===== config.mk =====
export PLATFORM = sky130hd
export DESIGN_NAME = sram_like_arbiter
export DESIGN_NICKNAME = d
export VERILOG_FILES = /design/src/rtl/sram_like_arbiter.sv
export SDC_FILE = /design/constraint.sdc
export NUM_CORES = 1
export LEC_CHECK = 0
export BUFFER_PORTS_ARGS = -buffer_cell sky130_fd_sc_hd__clkbuf_2
export CAP_MARGIN = 20
export CORE_AREA = 10 10 110 112
export CTS_BUF_LIST = sky130_fd_sc_hd__clkbuf_4 sky130_fd_sc_hd__clkbuf_8
export DETAILED_ROUTE_END_ITERATION = 8
export DIE_AREA = 0 0 120 122
export REMOVE_ABC_BUFFERS = 1
export SLEW_MARGIN = 20
export SYNTH_ARGS = -nofsm -noshare
export SYNTH_HDL_FRONTEND = slang
export SYNTH_SLANG_ARGS = --single-unit

===== constraint.sdc =====
create_clock -name clk -period 2.9 [get_ports clk]
set_input_delay 0.145 -clock clk [delete_from_list [all_inputs] [get_ports clk]]
set_output_delay 0.145 -clock clk [all_outputs]
set_load 0.02 [all_outputs]

===== src/rtl/sram_like_arbiter.sv =====
// 2:1 arbiter sharing one sram-like port between instruction fetch (m0) and data (m1).
// m1 has fixed priority; a starvation counter forces m0 through, and an order FIFO routes completions.
module sram_like_arbiter #(
    parameter int unsigned DEPTH      = 4,
    parameter int unsigned STARVE_MAX = 8
) (
    input  logic        clk,
    input  logic        resetn,
    input  logic        m0_req,
    input  logic        m0_wr,
    input  logic [1:0]  m0_size,
    input  logic [31:0] m0_addr,
    input  logic [31:0] m0_wdata,
    output logic [31:0] m0_rdata,
    output logic        m0_addr_ok,
    output logic        m0_data_ok,
    input  logic        m1_req,
    input  logic        m1_wr,
    input  logic [1:0]  m1_size,
    input  logic [31:0] m1_addr,
    input  logic [31:0] m1_wdata,
    output logic [31:0] m1_rdata,
    output logic        m1_addr_ok,
    output logic        m1_data_ok,
    output logic        s_req,
    output logic        s_wr,
    output logic [1:0]  s_size,
    output logic [31:0] s_addr,
    output logic [31:0] s_wdata,
    input  logic [31:0] s_rdata,
    input  logic        s_addr_ok,
    input  logic        s_data_ok,
    output logic        err
);
    localparam int unsigned PW = (DEPTH > 1) ? $clog2(DEPTH) : 1;
    localparam int unsigned CW = $clog2(DEPTH + 1);
    localparam int unsigned SW = $clog2(STARVE_MAX + 1);
    localparam logic [CW-1:0] FULL_CNT   = CW'(DEPTH);
    localparam logic [SW-1:0] STARVE_LIM = SW'(STARVE_MAX);

    logic [CW-1:0]    r_count;
    logic [PW-1:0]    r_wptr;
    logic [PW-1:0]    r_rptr;
    logic [DEPTH-1:0] r_ids;
    logic             r_lock;
    logic             r_lock_id;
    logic [SW-1:0]    r_starve;
    logic             r_err;

    logic w_full;
    logic w_empty;
    logic w_grant;
    logic w_greq;
    logic w_push;
    logic w_pop;
    logic w_head;

    always_comb begin
        w_full  = (r_count == FULL_CNT);
        w_empty = (r_count == '0);
        // 1 selects m1; a held (locked) request keeps its master until accepted
        if (r_lock)
            w_grant = r_lock_id;
        else if (m0_req && (r_starve == STARVE_LIM))
            w_grant = 1'b0;
        else
            w_grant = m1_req;
        w_greq = w_grant ? m1_req : m0_req;
        s_req  = w_greq & ~w_full;

        s_wr    = 1'b0;
        s_size  = '0;
        s_addr  = '0;
        s_wdata = '0;
        if (w_greq) begin
            s_wr    = w_grant ? m1_wr    : m0_wr;
            s_size  = w_grant ? m1_size  : m0_size;
            s_addr  = w_grant ? m1_addr  : m0_addr;
            s_wdata = w_grant ? m1_wdata : m0_wdata;
        end

        w_push = s_req & s_addr_ok;
        w_pop  = s_data_ok & ~w_empty;
        w_head = r_ids[r_rptr];

        m0_addr_ok = w_push & ~w_grant;
        m1_addr_ok = w_push &  w_grant;
        m0_data_ok = w_pop  & ~w_head;
        m1_data_ok = w_pop  &  w_head;
        m0_rdata   = s_rdata;
        m1_rdata   = s_rdata;
        err        = r_err;
    end

    always_ff @(posedge clk or negedge resetn) begin
        if (!resetn) begin
            r_count   <= '0;
            r_wptr    <= '0;
            r_rptr    <= '0;
            r_ids     <= '0;
            r_lock    <= 1'b0;
            r_lock_id <= 1'b0;
            r_starve  <= '0;
            r_err     <= 1'b0;
        end else begin
            if (w_push) begin
                r_ids[r_wptr] <= w_grant;
                r_wptr        <= r_wptr + PW'(1);
            end
            if (w_pop)
                r_rptr <= r_rptr + PW'(1);
            if (w_push && !w_pop)
                r_count <= r_count + CW'(1);
            else if (!w_push && w_pop)
                r_count <= r_count - CW'(1);

            if (r_lock && !w_greq) begin
                r_lock <= 1'b0;
                r_err  <= 1'b1;
            end else if (w_push) begin
                r_lock <= 1'b0;
            end else if (s_req) begin
                r_lock    <= 1'b1;
                r_lock_id <= w_grant;
            end

            if (s_data_ok && w_empty)
                r_err <= 1'b1;

            if (!m0_req || m0_addr_ok)
                r_starve <= '0;
            else if (r_starve != STARVE_LIM)
                r_starve <= r_starve + SW'(1);
        end
    end
endmodule


==> results.py <==
metrics = {
    "run_status": {
        "outcome": "complete, no violations",
    },
    "detailed_routing": {
        "antenna_left": 0,
        "drc": 0,
        "wl_um": 12200,
        "detailedRoute.firstIterationViolations": 312,
        "routed_wire_length_per_instance_um": 18.9,
        "avg_vias_per_cell": 4.60,
        "drt_pass1_iterations": 4,
        "dr_total_vias": 2984,
    },
    "global_route": {
        "grt_first_pass_wirelength_um": 17000,
        "gr-usage-all-layers_pct": 14.6,
        "grt_pass1_vias": 2838,
        "grt_overflow": 0,
        "grt_max_degree": 74,
        "antenna_found_initial": 0,
    },
    "worst_hold_path": {
        "min-delay-start": "s_data_ok",
        "worst_hold_path.endpoint": "err",
        "holdPathStages": 2,
        "min-delay-path-class": "in2reg",
    },
    "cts": {
        "cts.clk_slew.worst_paths_ns": 0.07,
        "tritoncts": "done",
        "cts.sinks": 18,
        "insertion_delay_ns": 0.26,
        "cts_inserted_buffers": 3,
        "clock-root-buffer": "sky130_fd_sc_hd__clkbuf_8",
        "ctsHtreeMaxLevel": 1,
        "cts_resized": 0,
        "clock_tree.buffer_depth": 2,
    },
    "power_and_ir_drop": {
        "cellLeakagePower_nw": 1.81,
        "ir_worst_vdd_mv": 0.441,
        "power.density_nw_per_um2": 830,
        "totalPowerFinal_mw": 2.68,
    },
    "sta": {
        "timing.setup.tns_ns": 0,
        "finalCritPeriodShare_pct": 85.3,
        "timing.final.ws_setup_ns": 0.427,
        "setup_viol_count_final": 0,
        "slew_violations": 0,
        "highest_clock_frequency_the_design_can_meet_mhz": 404,
        "period_minus_slack_ns": 2.47,
        "final.setup_skew_ns": 0.00213,
        "setup_repair_after_global_routing_missed_its_margin": "false",
        "final_count_of_hold_timing_violations": 0,
        "timing_worst_slew_pin_value_ns": 0.549,
        "timing.slew.headroom_pct": 63.4,
    },
    "finish": {
        "fin_nets": 693,
        "drive_above_1_share_pct": 45.3,
        "num_antenna_cells": 0,
        "finish.utilization_pct": 32.1,
        "syn_to_final_growth_pct": 30.6,
    },
    "die": {
        "core_footprint_um2": 10000,
        "dieHeight_um": 122,
        "starting_density_of_the_core_pct": 24.6,
        "dieWidth_um": 120,
        "die_area_um2": 14600,
        "io-pin-count": 309,
        "row_count": 37,
    },
    "placed_design": {
        "routability_driven_placement_congestion_ratio": 0.897,
        "dp_hpwl_um": 10300,
        "place.port_buffers": 212,
        "dp_worst_setup_slack_ns": 0.655,
    },
    "worst_setup_path": {
        "r2r_slack_ns": 0.64,
        "critical_path.max_fanout": 47,
        "criticalPathCategory": "reg2out",
        "worst_setup_path_start_kind": "flop",
        "cp_data_arrival_time_ns": 2.33,
        "regToRegStartpoint": "r_count[1]",
        "r2r_end": "r_count[1]",
        "cp.required_ns": 2.76,
        "setup.worst_path.end_class": "output pin",
        "reg2regPathDepth": 7,
    },
    "logic_synthesis": {
        "syn_inst": 379,
        "yosys.cell_types.count": 35,
        "postSynthAreaPerCell_um2": 6.51,
        "yosysWarnings": 0,
        "yosysSeqAreaShare_pct": 18.2,
        "mappedNetlistArea_um2": 2470,
        "synthesized_flop_and_latch_total": 18,
    },
    "job": {
        "max-cap-violations": 0,
    },
}
==> worst max-delay path: stages, from the launching register on <==
cell	delay [ns]
sky130_fd_sc_hd__dfrtp_1	0.48
sky130_fd_sc_hd__nand2_1	0.11
sky130_fd_sc_hd__nor2_1	0.33
sky130_fd_sc_hd__or2_2	0.54
sky130_fd_sc_hd__buf_12	0.28
sky130_fd_sc_hd__a21oi_1	0.12
sky130_fd_sc_hd__clkbuf_2	0.18
==> cells by family after synthesis <==
group	Yosys count	synth area share (%)
AOI/OAI and AO/OA	76	16.8
adders and majority gates	8	4.36
buffers and inverters	93	25.6
xor gates and xnor gates	9	3.19
muxes	7	3.65
and+or+nand+nor	168	28.2
DFF	18	18.2
==> registers in the layout (all words and copies together) (netlist names) <==
name	count
r_ids	4
r_rptr	2
r_lock	1
r_lock_id	1
r_wptr	2
err	1
r_count	3
r_starve	4
==> power breakdown <==
part / switching [mW] / internal [mW] / total, mW
combinational: 1.29 / 0.723 / 2.02
sequential: 0.0999 / 0.351 / 0.451
clock: 0.0891 / 0.121 / 0.210
==> how the worst max path moves through the flow <==
stage	start	end	slack, ns	cells after the start
2_1_floorplan	r_starve[0]	s_addr[0]	0.08	6
3_3_place_gp	r_count[1]	r_count[1]	0.71	7
3_5_place_dp	r_count[1]	r_count[1]	0.66	7
4_1_cts	r_starve[0]	s_wdata[6]	0.42	8
5_1_grt	r_lock	s_wdata[11]	0.27	6
6_report	r_lock	s_wdata[6]	0.43	6
==> per-layer routing <==
layer	track usage, %	up-vias	wire length (um)
li1	-	1429	-
met1	18.8	1327	5090
met2	21.2	216	5340
met3	8.14	10	1690
met4	1.73	2	71
met5	4.28	-	35
==> cell usage in the layout (no fill, tap or decap), types with 5 or more instances in the layout <==
master,netlist,layout
sky130_fd_sc_hd__mux2_2,5,5
sky130_fd_sc_hd__xnor2_1,5,5
sky130_fd_sc_hd__ha_1,7,7
sky130_fd_sc_hd__nand2_1,138,138
sky130_fd_sc_hd__dfrtp_1,18,18
sky130_fd_sc_hd__inv_1,6,6
sky130_fd_sc_hd__a21oi_1,68,68
sky130_fd_sc_hd__nor2_1,10,10
sky130_fd_sc_hd__clkbuf_2,0,212
==> timing repair <==
item | CTS | global route
endpoints found under the setup margin | 0 | 0
hold buffers | 1 | 0
buffers inserted | 0 | 0
hold endpoints to repair | 18 | 0
==> cells in the mapped netlist (all sizes together) <==
library cell | count | area [um^2]
nand2 | 139 | 524
buf | 83 | 594
a21oi | 69 | 349
dfrtp | 18 | 450
nor2 | 10 | 37.5
ha | 7 | 87.6
inv | 6 | 22.5
mux2 | 6 | 67.6
xnor2 | 5 | 43.8
clkbuf | 4 | 15.0
nor3 | 4 | 25.0
nor4b | 4 | 35.0
xor2 | 4 | 35.0
nand2b | 2 | 12.5
nand3 | 2 | 10.0
nor2b | 2 | 12.5
nor3b | 2 | 15.0
o21ai | 2 | 10.0
o41ai | 2 | 25.0
a21boi | 1 | 11.3
a221o | 1 | 10.0
a22o | 1 | 8.76
fa | 1 | 20.0
mux4 | 1 | 22.5
nand4b | 1 | 8.76
or2 | 1 | 6.26
or3b | 1 | 8.76
==> metrics by stage <==
step	hold slack, ns	cell area [um^2]	std cells
2_1_floorplan	-0.151	1860	292
3_3_place_gp	0.111	3160	643
3_5_place_dp	0.121	3160	643
4_1_cts	0.145	3220	648
5_1_grt	0.150	3220	648
6_report	0.146	3220	648
==> final cells by class <==
type	instances	area, um^2
tap	136	170
timing repair buffer	216	1130
multi-input combinational	268	1400
fill	1117	6820
clock buffer	4	55.1
inverter	6	22.5
sequential	18	450
Note: power is estimated with default switching activity, not from simulation.
